### config.mk
export PLATFORM = sky130hd
export DESIGN_NAME = spindash_bus
export DESIGN_NICKNAME = d
export VERILOG_FILES = /design/src/rtl/spindash_bus.sv
export SDC_FILE = /design/constraint.sdc
export NUM_CORES = 1
export LEC_CHECK = 0
export BUFFER_PORTS_ARGS = -buffer_cell sky130_fd_sc_hd__buf_4
export CORE_ASPECT_RATIO = 0.75
export CORE_MARGIN = 3
export CORE_UTILIZATION = 50
export CTS_BUF_LIST = sky130_fd_sc_hd__clkbuf_2
export DETAILED_ROUTE_END_ITERATION = 10
export GPL_ROUTABILITY_DRIVEN = 1
export PLACE_DENSITY = 0.67
export SYNTH_ARGS = -nofsm -noshare
export SYNTH_HDL_FRONTEND = slang
export SYNTH_SLANG_ARGS = --single-unit
### constraint.sdc
create_clock -name clk50 -period 4.1 [get_ports clk50]
set_input_delay 0.205 -clock clk50 [delete_from_list [all_inputs] [get_ports clk50]]
set_output_delay 0.205 -clock clk50 [all_outputs]
set_load 0.01 [all_outputs]
### src/rtl/spindash_bus.sv
// rtl/spindash_bus.sv - FM bus write sequencer with host write queue; optional SPINDASH_BUSY_POLL_EN busy polling
module spindash_bus #(
   parameter int CEN_DIV    = 6,
   parameter int FIFO_DEPTH = 16,
   parameter int ADDR_WAIT  = 2,
   parameter int DATA_WAIT  = 32
) (
   input  logic                          clk50,
   input  logic                          rst_n,
   input  logic                          wr_valid,
   output logic                          wr_ready,
   input  logic                          wr_bank,
   input  logic [7:0]                    wr_reg,
   input  logic [7:0]                    wr_data,
   input  logic                          flush,
   output logic                          cen,
   output logic [7:0]                    ym_din,
   output logic [1:0]                    ym_addr,
   output logic                          ym_cs_n,
   output logic                          ym_wr_n,
   input  logic [7:0]                    ym_dout,
   output logic [$clog2(FIFO_DEPTH):0]   level,
   output logic                          busy,
   output logic                          overflow
);

   localparam int PW = $clog2(FIFO_DEPTH);
   localparam int LW = PW + 1;
   localparam int DW = $clog2(CEN_DIV);

   typedef enum logic [2:0] {
      S_IDLE  = 3'd0,
      S_ADDR  = 3'd1,
      S_AWAIT = 3'd2,
      S_DATA  = 3'd3,
      S_DWAIT = 3'd4
   } state_t;

   // queue entry layout: {bank, reg, data}
   logic [16:0]   mem [FIFO_DEPTH];
   logic [PW-1:0] wptr;
   logic [PW-1:0] rptr;
   logic [DW-1:0] div_cnt;
   logic          rdy_en;
   logic          push;
   logic          pop;
   logic          q_avail;
   logic          dw_exit;

   state_t        state;
   state_t        state_d;
   logic [7:0]    wcnt;
   logic [7:0]    wcnt_d;
   logic [16:0]   hold;
   logic [16:0]   hold_d;

   logic          cs_n_d;
   logic          wr_n_d;
   logic [1:0]    addr_d;
   logic [7:0]    din_d;

   logic          unused_dout;

`ifdef SPINDASH_BUSY_POLL_EN
   assign unused_dout = ^ym_dout[6:0];
`else
   assign unused_dout = ^ym_dout;
`endif

   // flush wins over both ends of the queue: nothing enters and nothing is popped on that edge
   assign wr_ready = rdy_en && (level < LW'(FIFO_DEPTH));
   assign push     = wr_valid && wr_ready && !flush;
   assign q_avail  = (level != '0) && !flush;
   assign busy     = (state != S_IDLE) || (level != '0);

   // clock-enable divider; restarts from zero so the first pulse lands CEN_DIV cycles after reset release
   always_ff @(posedge clk50 or negedge rst_n) begin
      if (!rst_n) begin
         div_cnt <= '0;
         cen     <= 1'b0;
      end else if (div_cnt == DW'(CEN_DIV - 1)) begin
         div_cnt <= '0;
         cen     <= 1'b1;
      end else begin
         div_cnt <= div_cnt + DW'(1);
         cen     <= 1'b0;
      end
   end

   // host side becomes ready one cycle after reset release
   always_ff @(posedge clk50 or negedge rst_n) begin
      if (!rst_n) rdy_en <= 1'b0;
      else        rdy_en <= 1'b1;
   end

   // queue storage, no reset needed since level gates every read
   always_ff @(posedge clk50) begin
      if (push) mem[wptr] <= {wr_bank, wr_reg, wr_data};
   end

   // queue pointers and occupancy
   always_ff @(posedge clk50 or negedge rst_n) begin
      if (!rst_n) begin
         wptr  <= '0;
         rptr  <= '0;
         level <= '0;
      end else if (flush) begin
         wptr  <= '0;
         rptr  <= '0;
         level <= '0;
      end else begin
         if (push) wptr <= wptr + PW'(1);
         if (pop)  rptr <= rptr + PW'(1);
         case ({push, pop})
            2'b10:   level <= level + LW'(1);
            2'b01:   level <= level - LW'(1);
            default: level <= level;
         endcase
      end
   end

   // sticky overflow: a write offered while the queue is full, cleared only by flush
   always_ff @(posedge clk50 or negedge rst_n) begin
      if (!rst_n)                                 overflow <= 1'b0;
      else if (flush)                             overflow <= 1'b0;
      else if (wr_valid && rdy_en && !wr_ready)   overflow <= 1'b1;
   end

   // sequencer state, holding register and registered bus outputs
   always_ff @(posedge clk50 or negedge rst_n) begin
      if (!rst_n) begin
         state   <= S_IDLE;
         wcnt    <= '0;
         hold    <= '0;
         ym_cs_n <= 1'b1;
         ym_wr_n <= 1'b1;
         ym_addr <= 2'b00;
         ym_din  <= 8'h00;
      end else begin
         state   <= state_d;
         wcnt    <= wcnt_d;
         hold    <= hold_d;
         ym_cs_n <= cs_n_d;
         ym_wr_n <= wr_n_d;
         ym_addr <= addr_d;
         ym_din  <= din_d;
      end
   end

   // next-state: every move happens on a cen cycle; a pop refills the holding register
   always_comb begin
      state_d = state;
      wcnt_d  = wcnt;
      pop     = 1'b0;
      dw_exit = 1'b0;
      case (state)
         S_IDLE: begin
            if (cen && q_avail) begin
               state_d = S_ADDR;
               pop     = 1'b1;
            end
         end
         S_ADDR: begin
            if (cen) begin
               if (ADDR_WAIT == 0) begin
                  state_d = S_DATA;
               end else begin
                  state_d = S_AWAIT;
                  wcnt_d  = 8'(ADDR_WAIT - 1);
               end
            end
         end
         S_AWAIT: begin
            if (cen) begin
               if (wcnt == '0) state_d = S_DATA;
               else            wcnt_d  = wcnt - 8'd1;
            end
         end
         S_DATA: begin
            if (cen) begin
`ifdef SPINDASH_BUSY_POLL_EN
               state_d = S_DWAIT;
`else
               if (DATA_WAIT == 0) begin
                  dw_exit = 1'b1;
               end else begin
                  state_d = S_DWAIT;
                  wcnt_d  = 8'(DATA_WAIT - 1);
               end
`endif
            end
         end
         S_DWAIT: begin
            if (cen) begin
`ifdef SPINDASH_BUSY_POLL_EN
               if (!ym_dout[7]) dw_exit = 1'b1;
`else
               if (wcnt == '0) dw_exit = 1'b1;
               else            wcnt_d  = wcnt - 8'd1;
`endif
            end
         end
         default: state_d = S_IDLE;
      endcase
      // leaving the data wait goes straight to the next address phase when work is queued
      if (dw_exit) begin
         if (q_avail) begin
            state_d = S_ADDR;
            pop     = 1'b1;
         end else begin
            state_d = S_IDLE;
         end
      end
   end

   // next bus outputs from the next state so strobes switch exactly with the state register
   always_comb begin
      hold_d = pop ? mem[rptr] : hold;
      cs_n_d = 1'b1;
      wr_n_d = 1'b1;
      addr_d = 2'b00;
      din_d  = 8'h00;
      case (state_d)
         S_ADDR: begin
            cs_n_d = 1'b0;
            wr_n_d = 1'b0;
            addr_d = {hold_d[16], 1'b0};
            din_d  = hold_d[15:8];
         end
         S_DATA: begin
            cs_n_d = 1'b0;
            wr_n_d = 1'b0;
            addr_d = {hold_d[16], 1'b1};
            din_d  = hold_d[7:0];
         end
`ifdef SPINDASH_BUSY_POLL_EN
         S_DWAIT: begin
            cs_n_d = 1'b0;
         end
`endif
         default: begin
            cs_n_d = 1'b1;
            wr_n_d = 1'b1;
         end
      endcase
   end

endmodule
**Word-level counts from Yosys, hierarchy flattened**

Memories as Yosys holds them, arrays and structs flattened.
Index checks and enable logic that the tools add are counted.

- Register bits after elaboration: 58
- Bits in writable memories: 272
- Input bits: 29
- Memories kept: 1

- $add $sub $neg: 6
- Magnitude comparators: 1
- Equality and inequality tests: 13
- Mux-type cells: 36
- Reduce and logical (&&, ||, !) cells: 22

Memories:

| memory | depth | bits a word | rd ports | clocked after Yosys merged registers in | wr ports | RTL line | source |
|---|---|---|---|---|---|---|---|
| mem | 16 | 17 | 1 | 0 | 1 | 40 | `logic [16:0] mem [FIFO_DEPTH];` |

Operator list:

| kind | number |
|---|---|
| $mux 8 | 4 |
| $pmux 8 s3 | 1 |
| $mux 3 | 7 |
| $mux 17 | 1 |
| $mux 4 | 4 |
| $pmux 8 s2 | 1 |
| $pmux 3 s5 | 1 |
| $mux 1 | 14 |
| $pmux 5 s2 | 1 |
| $eq 3x2->1 const B | 3 |
| $reduce_bool 3->1 | 3 |
| $add 4x1->4 const B | 2 |
| $logic_not 8->1 | 1 |
| $sub 8x1->8 const B | 1 |
| $logic_and 1x1->1 | 7 |
| $eq 3x1->1 const B | 2 |
| $eq 3x3->1 const B | 2 |
| $ne 2x2->1 const B | 3 |
| $reduce_bool 2->1 | 3 |
| $add 5x1->5 const B | 1 |
| $lt 5x5->1 const B | 1 |
| $mux 5 | 1 |
| $reduce_and 5->1 | 1 |
| $reduce_bool 5->1 | 1 |
| 10 further kinds | 12 |

**Depth between registers and ports, before layout**

- Depth after elaboration: 10
- Depth in mapped cells: 12

**Worst setup path before layout**

Ideal clock, no wire load.

- Path type: reg-to-reg
- Start point: register level[4]
- End point: memory mem[3][0] (enable)
- Library setup time: 0.441 ns
- Data arrival time: 3.008 ns
- Required time: 3.659 ns
- Setup slack: 0.651 ns
- Cell stages (with the launch flop): 5
- Buffers on the path: 2
- Period minus slack after synthesis: 3.449 ns
- Path through: dfrtp_1 clkbuf_1 or3_1 clkbuf_1 nor4b_1

- Longest elaborated chain between the ends: 6

RTL lines:

| what | RTL line | source |
|---|---|---|
| start, declared | 22 | `output logic [$clog2(FIFO_DEPTH):0] level,` |
| start signal, assigned | 115 | `2'b10: level <= level + LW'(1);` |
| start signal, assigned | 116 | `2'b01: level <= level - LW'(1);` |
| start signal, assigned | 117 | `default: level <= level;` |
| $lt 5x5->1 | 71 | `assign wr_ready = rdy_en && (level < LW'(FIFO_DEPTH));` |
| $logic_and 1x1->1 | 71 |  |
| $logic_and 1x1->1 (2 in series) | 72 | `assign push = wr_valid && wr_ready && !flush;` |
| $mux 1 | 98 | `if (push) mem[wptr] <= {wr_bank, wr_reg, wr_data};` |
| $mux 1 (implied by the code) | 98 |  |
| end, declared | 40 |  |

Every way passes these cells.

**Worst setup path after layout**

- Start point: register wcnt[0]
- End point: register level[4]

- Longest elaborated chain between the ends: 8

RTL lines:

| what | RTL line | source |
|---|---|---|
| start, declared | 52 | `logic [7:0] wcnt;` |
| start signal, assigned | 141 | `wcnt <= wcnt_d;` |
| $logic_not 8->1 (*) | 198 | `if (wcnt == '0) dw_exit = 1'b1;` |
| $mux 1 (*) | 198 |  |
| $mux 1 (*) | 194 | `if (cen) begin` |
| $mux 1 (*) | 156 | `case (state)` |
| $mux 1 (*) | 206 | `if (dw_exit) begin` |
| $eq 2x1->1 or $eq 2x2->1 (tied branches) | 114 | `case ({push, pop})` |
| $pmux 5 s2 | 114 |  |
| $mux 5 | 107 | `end else if (flush) begin` |

Every way passes the cells marked *; elsewhere a longest branch is shown, timed or not.
A chain may end at the register's enable or synchronous reset.

==> impl_metrics.toml <==
[logic_synthesis]
synth_simple_gate_area_share_pct = 5.53
synth.yosys.seq_area_share_pct = 73.0
synth-adder-area-share_pct = 0.760
synth_flop_cell = "edfxtp_1"
synth_edf_count = 272
synth_compound_area_share_pct = 3.14
yosysTopAreaCell = "edfxtp_1"
muxShareOfSynthArea_pct = 15.0
synth_top_family_by_area = "multiplexers"
syn_nets = 717
synth_area_um2 = 13200
synthArstFlopShare_pct = 17.6
synth_seq_cells = 330
ys_types = 61
synth_top_area_share_pct = 62.0
synth_cells = 680
synth-xor-area-share_pct = 0.665
synth_area_leaders = "edfxtp_1, mux4_2, dfrtp_1"
ys_warn_count = 0
syn_area_per_cell_um2 = 19.4

[grt]
grt_pass1_wl_um = 42400
grt_max_degree = 58
track_usage_pct = 19.8
antenna_found_initial = 1
overflow = 0
grt_pass1_vias = 7216

[routing]
drtIter0Drc = 462
wire_per_inst_um = 22.8
drtAntennaViolNets = 0
vias = 6952
dr.pass1.iters = 5
drc = 0
viasPerCell = 5.74
drt_wl_total_um = 27700

[power_and_ir_drop]
power_density_nw_per_um2 = 388
peakVddDrop_uv = 219
p_leak_nw = 5.32

[floorplanning]
die_height_um = 147
die-area_um2 = 28400
die_w_um = 193
row_count = 50
ioPinCount = 50
core-area_um2 = 25500
start_util_pct = 51.7

[outcome]
status = "completed"

[sta]
relSlewSlack_pct = 45.2
final-hold-violation-count = 0
timing.fmax_ghz = 0.301
finalSetupTns_ns = 0
fin_ws_ns = 0.779
tightest_slew_ns = 0.821
fin_worst_skew_ns = 0.0708
rsz0062_at_grt = "false"
period_share_pct = 81.0
setup_viol = 0
min_period_ns = 3.32
drv_slew = 0

[clock_tree]
cts_resized = 0
htreeDepth = 3
post_cts_buffers = 0
numCtsBuffers = 78
cts_max_path_buffers = 3
clock-sinks = 330
clk-insertion-delay-late_ns = 0.88
root_buffer = "clkbuf_2"
clk_pin_slew_worst_paths_ns = 0.11
holdBufCountCts = 23
cts_tree = "yes"

[finish]
final_cell_mix = "edfxtp_1, clkbuf_2, mux4_2"
layout_commonest_cell = "edfxtp_1"
fillers = 1893
synthToLayoutAreaGrowth_pct = 12.9
drive_gt1_share_pct = 34.1
stdcell_area_um2 = 14900
nets = 852

[hold_path]
hp-start = "wr_data[1]"
hold_path_class = "primary input to register"

[place]
hpwlAfterDp_um = 15700
io_buffers = 41
placed_cell_area_um2 = 14000
gp_congestion = 0.756
place_ws_ns = 0.886

[setup_path]
cp_data_arrival_time_ns = 4.09
start_kind = "register"
cp_max_fo = 9
endpoint_kind = "register"
crit_path_start = "wcnt[0]"
timing.rr.start = "wcnt[0]"
critPathRequiredTime_ns = 4.86
critical_path_class = "register to register"

[run]
drv_cap = 0
## cell usage after synthesis, types with 2 or more instances
library cell  instances
ha_1                  8
buf_2                 8
nor2b_1               5
nand2b_1              4
buf_1                 2
dfrtp_1              57
a21o_1                9
and4_1                2
nor4b_1               2
nor3_1                9
nor2_1               32
a21oi_1              11
buf_4                 2
xnor2_1               5
mux4_1                8
or2_2                 2
xor2_1                5
buf_12                2
nand3_1               5
nand3b_1              4
a22oi_1               3
edfxtp_1            272
buf_6                 3
a211oi_1              2
o21ai_1               2
and2_1                2
and3_1                5
o21ai_0               8
clkbuf_1             19
or3_1                 6
a221o_1               8
o21a_1                4
mux4_2               77
and3_4                4
nor4_1                3
nand2_1              46
inv_1                10
## power breakdown
group	leakage (nW)	internal, mW	total (mW)	switching (mW)
combinational	1.57	0.0514	0.135	0.0833
clock	0.527	0.764	1.99	1.23
sequential	3.22	3.64	3.64	0.00635
## metrics by stage
stage               total power [mW]  instances  hold slack [ns]  utilization, %
finish                          5.77       1211            0.162            58.4
global placement                3.82       1050            0.292            54.8
detailed placement              3.83       1050            0.309            54.8
global route                    6.04       1211           0.0850            58.4
floorplan                       3.75        680          -0.0906               -
CTS                             5.85       1210           0.0573            58.4
## cell type report
type	count	area [um2]	area share (%)
Timing Repair Buffer	91	771	5.18
Sequential cell	330	9630	64.7
Inverter	10	37.5	0.252
Clock inverter	19	85.1	0.572
Clock buffer	118	591	3.97
Multi-Input combinational cell	304	3350	22.5
Tap cell	338	423	2.84
Antenna cell	1	2.50	0.0168
## kinds of logic (layout without fill, tap and decap cells)
logic type	Yosys count	after routing
AOI/OAI and AO/OA	58	58
xor gates and xnor gates	10	10
DFF	330	330
buffers and inverters	46	238
and+or+nand+nor	139	139
muxes	88	88
adders and majority gates	8	8
other	1	2
## sequential cells by signal (all words and copies together) (netlist names), 2 cells and up
| name | count |
|---|---|
| div_cnt | 3 |
| rptr | 4 |
| wcnt | 8 |
| state | 3 |
| level | 5 |
| mem | 272 |
| ym_din | 8 |
| hold | 17 |
| ym_addr | 2 |
| wptr | 4 |
## worst max-delay path, stage by stage (launching register included)
cell,delay [ns]
dfrtp_1,0.40
inv_1,0.08
ha_1,0.22
or4b_4,0.52
o21a_1,0.28
nor3_4,0.39
xor2_1,0.13
ha_1,0.25
or3_1,0.33
a21oi_1,0.19
nor3_1,0.06
a211oi_1,0.23
o21a_1,0.15
## layer usage
metal / vias to the layer above / GRT usage (%) / part of all wire [%]
met5: - / 0 / 0
met4: 0 / 6.36 / 1.4
met3: 40 / 5.07 / 6.9
met2: 260 / 31.3 / 49
met1: 3596 / 27.6 / 43
li1: 3056 / - / -
## worst paths after layout
path | endpoint | slack, ns | cells after the start
worst min-delay path | mem[2][1] | 0.16 | 2
worst max-delay path | level[4] | 0.78 | 12
worst max register to register | level[4] | 0.78 | 12
min in group asynchronous | ym_wr_n | 0.39 | 3
worst min register to register | hold[9] | 0.48 | 1
max in group asynchronous | rptr[0] | 3.40 | 4
No activity file was read; power rests on OpenSTA's default activity.
